### config.mk
export PLATFORM = sky130hd
export DESIGN_NAME = mem_arbiter
export DESIGN_NICKNAME = d
export VERILOG_FILES = /design/src/rtl/mem_arbiter.sv
export SDC_FILE = /design/constraint.sdc
export NUM_CORES = 1
export LEC_CHECK = 0
export CAP_MARGIN = 15
export CORE_MARGIN = 2
export CORE_UTILIZATION = 38
export CTS_BUF_LIST = sky130_fd_sc_hd__clkbuf_8
export DETAILED_ROUTE_END_ITERATION = 16
export PLACE_DENSITY_LB_ADDON = 0.05
export SLEW_MARGIN = 20
export SYNTH_ARGS = -nofsm -noshare
export SYNTH_HDL_FRONTEND = slang
export SYNTH_SLANG_ARGS = --single-unit
### constraint.sdc
create_clock -name clk -period 2 [get_ports clk]
set_input_delay 0.2 -clock clk [delete_from_list [all_inputs] [get_ports clk]]
set_output_delay 0.2 -clock clk [all_outputs]
set_load 0.02 [all_outputs]
### src/rtl/mem_arbiter.sv
// mem_arbiter: two-master arbiter in front of the single data-memory port.
//   Master 0 (CPU) has fixed priority. Master 1 is granted after MAX_STARVE
//   consecutive master-0 grants made while it was waiting.
//   Latency: req sampled in IDLE at edge N -> ack high in the cycle after edge N+2
//   (+1 cycle per mem_busy stall cycle). Minimum 4 cycles per access.
//   Backpressure: mem_busy holds the arbiter in WAIT. Requesters wait for ack.
// Ports:
//   clk, reset                 clock, asynchronous active-high reset
//   m0_* / m1_*                req/write/address/wdata in, ack pulse/rdata out
//   mem_address/mem_wdata      latched on grant, held until the next grant
//   mem_load                   write strobe, high for the single ISSUE cycle
//   mem_rdata/mem_busy         memory read data and stall
//   owner                      master owning the current/last transaction
//   timeout_err                sticky WAIT-timeout flag (MEM_ARB_TIMEOUT_EN only)
// Optional feature macro: MEM_ARB_TIMEOUT_EN
//   Aborts WAIT after TIMEOUT busy cycles. Acks the owner with rdata 0.
module mem_arbiter #(
  parameter int ADDR_W     = 16,
  parameter int DATA_W     = 16,
  parameter int MAX_STARVE = 4,
  parameter int TIMEOUT    = 255
) (
  input  logic              clk,
  input  logic              reset,
  input  logic              m0_req,
  input  logic              m0_write,
  input  logic [ADDR_W-1:0] m0_address,
  input  logic [DATA_W-1:0] m0_wdata,
  output logic              m0_ack,
  output logic [DATA_W-1:0] m0_rdata,
  input  logic              m1_req,
  input  logic              m1_write,
  input  logic [ADDR_W-1:0] m1_address,
  input  logic [DATA_W-1:0] m1_wdata,
  output logic              m1_ack,
  output logic [DATA_W-1:0] m1_rdata,
  output logic [ADDR_W-1:0] mem_address,
  output logic [DATA_W-1:0] mem_wdata,
  output logic              mem_load,
  input  logic [DATA_W-1:0] mem_rdata,
  input  logic              mem_busy,
  output logic              owner
`ifdef MEM_ARB_TIMEOUT_EN
  ,
  output logic              timeout_err
`endif
);

  if (MAX_STARVE < 1 || MAX_STARVE > 15 || TIMEOUT < 1 || TIMEOUT > 255) begin : g_bad_params
    $error("mem_arbiter: MAX_STARVE must be 1..15 and TIMEOUT 1..255");
  end

  localparam logic [3:0] STARVE_LIM = 4'(MAX_STARVE);

  typedef enum logic [1:0] {IDLE, ISSUE, WAIT, DONE} state_t;

  state_t     state;
  state_t     state_nxt;
  logic       wr_q;
  logic [3:0] starve_cnt;
  logic       grant;
  logic       grant_m1;
  logic       wait_done;

`ifdef MEM_ARB_TIMEOUT_EN
  localparam logic [7:0] TMO_LIM = 8'(TIMEOUT - 1);
  logic [7:0] tmo_cnt;
  logic       tmo_hit;
`endif

  // Next-state and grant decision.
  always_comb begin
    state_nxt = state;
    grant     = 1'b0;
    grant_m1  = 1'b0;
    wait_done = 1'b0;
`ifdef MEM_ARB_TIMEOUT_EN
    tmo_hit   = 1'b0;
`endif
    case (state)
      IDLE: begin
        if (m0_req || m1_req) begin
          grant     = 1'b1;
          // m1 wins when alone, or when m0 has used up its consecutive grants.
          grant_m1  = m1_req && (!m0_req || starve_cnt == STARVE_LIM);
          state_nxt = ISSUE;
        end
      end
      ISSUE: state_nxt = WAIT;
      WAIT: begin
        if (!mem_busy) begin
          wait_done = 1'b1;
          state_nxt = DONE;
        end
`ifdef MEM_ARB_TIMEOUT_EN
        // Counter holds completed busy cycles. Abort on the TIMEOUT-th one.
        else if (tmo_cnt == TMO_LIM) begin
          tmo_hit   = 1'b1;
          state_nxt = DONE;
        end
`endif
      end
      DONE:    state_nxt = IDLE;
      default: state_nxt = IDLE;
    endcase
  end

  always_ff @(posedge clk or posedge reset) begin
    if (reset) begin
      state       <= IDLE;
      owner       <= 1'b0;
      wr_q        <= 1'b0;
      mem_address <= '0;
      mem_wdata   <= '0;
      m0_rdata    <= '0;
      m1_rdata    <= '0;
      starve_cnt  <= '0;
`ifdef MEM_ARB_TIMEOUT_EN
      tmo_cnt     <= '0;
      timeout_err <= 1'b0;
`endif
    end else begin
      state <= state_nxt;
      if (grant) begin
        owner       <= grant_m1;
        wr_q        <= grant_m1 ? m1_write   : m0_write;
        mem_address <= grant_m1 ? m1_address : m0_address;
        mem_wdata   <= grant_m1 ? m1_wdata   : m0_wdata;
        // Only m0 grants that overtake a waiting m1 count toward starvation.
        if (grant_m1) begin
          starve_cnt <= '0;
        end else if (m1_req && starve_cnt != STARVE_LIM) begin
          starve_cnt <= starve_cnt + 4'd1;
        end
      end
      if (wait_done && !wr_q) begin
        if (owner) begin
          m1_rdata <= mem_rdata;
        end else begin
          m0_rdata <= mem_rdata;
        end
      end
`ifdef MEM_ARB_TIMEOUT_EN
      if (state == ISSUE) begin
        tmo_cnt <= '0;
      end else if (state == WAIT) begin
        tmo_cnt <= tmo_cnt + 8'd1;
      end
      if (tmo_hit) begin
        timeout_err <= 1'b1;
        if (owner) begin
          m1_rdata <= '0;
        end else begin
          m0_rdata <= '0;
        end
      end
`endif
    end
  end

  // Decoded from state so that reset clears them immediately.
  assign mem_load = (state == ISSUE) && wr_q;
  assign m0_ack   = (state == DONE) && !owner;
  assign m1_ack   = (state == DONE) && owner;

endmodule

==> results by group <==
Outcome
  – Status: complete, no violations

Placement
  – Final RePlAce weighted congestion: between 0.7 and 0.8
  – Worst slack at placement: 0.209 ns
  – Hpwl dp: approximately 5500 um
  – Placed Instances: between 400 and 500
  – Count of input and output buffers: about 150

STA
  – RSZ-0062 raised after global routing: false
  – Worst clock skew: between 0.007 and 0.008 ns
  – Max-slew headroom: 0.729
  – Number of max-slew violations in the final report: 0
  – Setup ws final: between 0.1 and 0.15 ns
  – Worst Tran Pin Value: approximately 0.4 ns
  – Setup Viol. Count Final: 0
  – Fin crit share: 0.941
  – Min cycle time layout: 1.88 ns
  – Max Clk Rate: ~530 MHz
  – Final Hold Vio Count: 0
  – Setup_tns: 0 ns

Clocking
  – CTS tree: done
  – Total CTS buffers: 9
  – Hold Buf Count CTS: 0
  – Post-CTS setup repair buffer count: 0
  – H-tree depth: 3
  – Worst skew pair latency: roughly 0.33 ns
  – CTS max path bufs: 2
  – Clk pin slew, worst setup/hold paths: around 0.070 ns
  – Num Clock Sinks: 72
  – # resized after CTS: 0
  – CTS root buf: clkbuf_8

Worst setup path
  – Worst r2r src: state[0]
  – Critical path type: reg2out
  – FF-to-FF path depth: 6
  – Max FO, Critical Path: 4
  – Internal reg-to-reg setup slack: roughly 0.24 ns
  – CP max stage cell: clkdlybuf4s50_1
  – CP peak stage delay: about 0.62 ns
  – CP Launch Type: flip-flop
  – CP Cell Sequence: ha_1 -> nor2b_1 -> clkdlybuf4s50_1
  – Required @ worst endpoint: between 1.5 and 2 ns
  – CP Capture Type: output port
  – Reg2reg end: mem_wdata[6]
  – CP Data Arrival Time: about 1.7 ns

Detailed routing
  – Routed WL: 7870 um
  – Initial DRC count: 52
  – Antenna violation net count after detailed routing: 0
  – Via-to-Cell Ratio: just under 5
  – Total number of vias: 2390
  – DRC viols: 0
  – 1st-pass router iterations: 4
  – Drt wl/cell: around 16 um

GRT
  – Grt total ovfl: 0
  – Initial antenna violation count: 0
  – First-pass GRT wire length: 11700 um
  – Gr usage total: 0.174
  – Vias in the first global route: 2405
  – Largest net degree at the start of global routing: 73

Logic synthesis
  – Synthesized area per cell: between 10 and 15 um2
  – Sequential cell area fraction in the yosys report: 0.573
  – Net count after synthesis: roughly 320
  – Netlist cell types: 31
  – Mapped Area: roughly 3100 um2
  – Yosys warns: 0
  – Yosys reg bits: between 70 and 80
  – Post-Synthesis Cells: between 200 and 250
  – Post-synth top area cell: dfrtp_1
  – Top cells by area, synth: dfrtp_1 57%, mux2_2 12%, a221o_1 11%
  – Synth top area share: 0.573

Pwr
  – Lkg Pwr: between 0.002 and 0.0025 uW
  – Pint: between 4000 and 5000 uW
  – Sequential cell fraction of total power: 0.340
  – Total power: between 7000 and 8000 uW
  – Power density cells: between 1000 and 1500 nW/um2
  – Gate power share: 0.525
  – Net switching power: between 2000 and 3000 uW
  – Sw frac: 0.357
  – Worst IR Drop VDD: between 600 and 700 uV
  – Power share of the clock group: 0.135

Final layout
  – Antenna cell count: 0
  – Layout cells sized above 1: 0.163
  – Synthesis-to-finish area growth: 58.6%
  – Layout Utilization: 0.613
  – Final Net Count: around 480
  – Final Non-Filler Cells: a little under 500

Floorplan
  – Effective utilization at floorplan: 0.387
  – Row count: 33
  – Die Area: 9020 um2
  – Core area: around 8000 um2
  – Chip width: between 90 and 100 um
  – I/O Pins: between 150 and 200
  – Die Ht: roughly 95 um

Min path
  – Hold Crit Class: in2async

Flow run
  – Max Cap Viol: 0
==> registers in the layout (all words and copies together) (netlist names) <==
register / cells
wr_q: 1
state: 2
mem_address: 16
m0_rdata: 16
owner: 1
m1_rdata: 16
starve_cnt: 4
mem_wdata: 16
==> critical path: cells and delay by family (launching register included) <==
kind          cells  cell delay [ns]
simple gates      1             0.15
buf+inv           1             0.62
flops             1             0.39
fa+ha+maj         1             0.18
==> cells in the final DEF (no fill, tap or decap), types with 2 or more instances in the layout <==
cell and count:
a221o_1 33, and2_1 35, buf_12 4, buf_4 2, clkbuf_8 11, clkdlybuf4s50_1 154, clkinv_2 4, dfrtp_1 72
ha_1 6, inv_1 5, mux2_2 34, nand2_1 3, nand3_1 2, nand4_1 2, o21ai_0 2
==> cells by family after synthesis <==
logic type	share of synthesized area
flip-flops	0.573
AND/OR/NAND/NOR	0.106
AO/OA/AOI/OAI	0.132
multiplexers	0.125
buffers and inverters	0.0402
adder cells (fa/ha/maj)	0.0239
==> per-stage QoR <==
step	area, um2	hold slack (ns)
after floorplan	3150	0.345
after global placement	4820	0.488
after detailed placement	4820	0.495
after CTS	4990	0.324
after global routing	4990	0.316
final	4990	0.306
==> final cells by class <==
type | count | area (um2)
Clock buffer | 11 | 151
Multi-Input combinational cell | 133 | 1220
Fill cell | 663 | 3150
Inverter | 7 | 30.0
Sequential cell | 72 | 1800
Clock inverter | 4 | 20.0
Tap cell | 105 | 131
Timing Repair Buffer | 160 | 1640
==> worst max path at each step <==
stage / start / end / slack, ns / depth (start not counted)
final: state[0] / m0_ack / 0.12 / 3
after CTS: state[0] / m0_ack / 0.08 / 3
after floorplan: state[0] / m0_rdata[0] / 0.32 / 5
after global routing: state[0] / m0_ack / 0.03 / 3
after detailed placement: m1_req / mem_address[11] / 0.21 / 4
after global placement: m1_req / mem_address[1] / 0.25 / 4
==> cell usage after synthesis <==
| master | n |
|---|---|
| a21oi_2 | 1 |
| o211a_4 | 1 |
| dfrtp_1 | 72 |
| buf_4 | 3 |
| buf_6 | 5 |
| and4bb_2 | 1 |
| a32o_1 | 1 |
| and3b_1 | 1 |
| inv_2 | 1 |
| nor4b_4 | 1 |
| nor2_1 | 1 |
| nand2_1 | 3 |
| o21ai_0 | 2 |
| a22oi_1 | 1 |
| o21ai_2 | 1 |
| nand2b_1 | 1 |
| nor2b_1 | 1 |
| a21o_1 | 1 |
| clkbuf_1 | 3 |
| a31oi_1 | 1 |
| nand4_1 | 2 |
| inv_1 | 6 |
| nand3b_4 | 1 |
| ha_1 | 6 |
| mux2_2 | 34 |
| mux2i_1 | 1 |
| a221o_1 | 33 |
| buf_2 | 2 |
| nand3_1 | 2 |
| and2_1 | 35 |
| o22a_1 | 1 |
==> power groups by stage <==
stage	combinational, uW	clock, uW	sequential, uW
after floorplan	1420	0	3310
after global placement	3920	0	2550
after detailed placement	3980	0	2560
after CTS	3970	1050	2560
after global routing	4190	1120	2640
final	3920	1010	2550
==> per-layer routing <==
metal | share of wire | global-route usage | wire [um]
met1 | 0.42 | 0.210 | 3290
met3 | 0.084 | 0.0654 | 660
met2 | 0.48 | 0.275 | 3780
met4 | 0.018 | 0.0809 | 142
met5 | 0 | 0 | 0
Power figures use the tool's default switching activity.
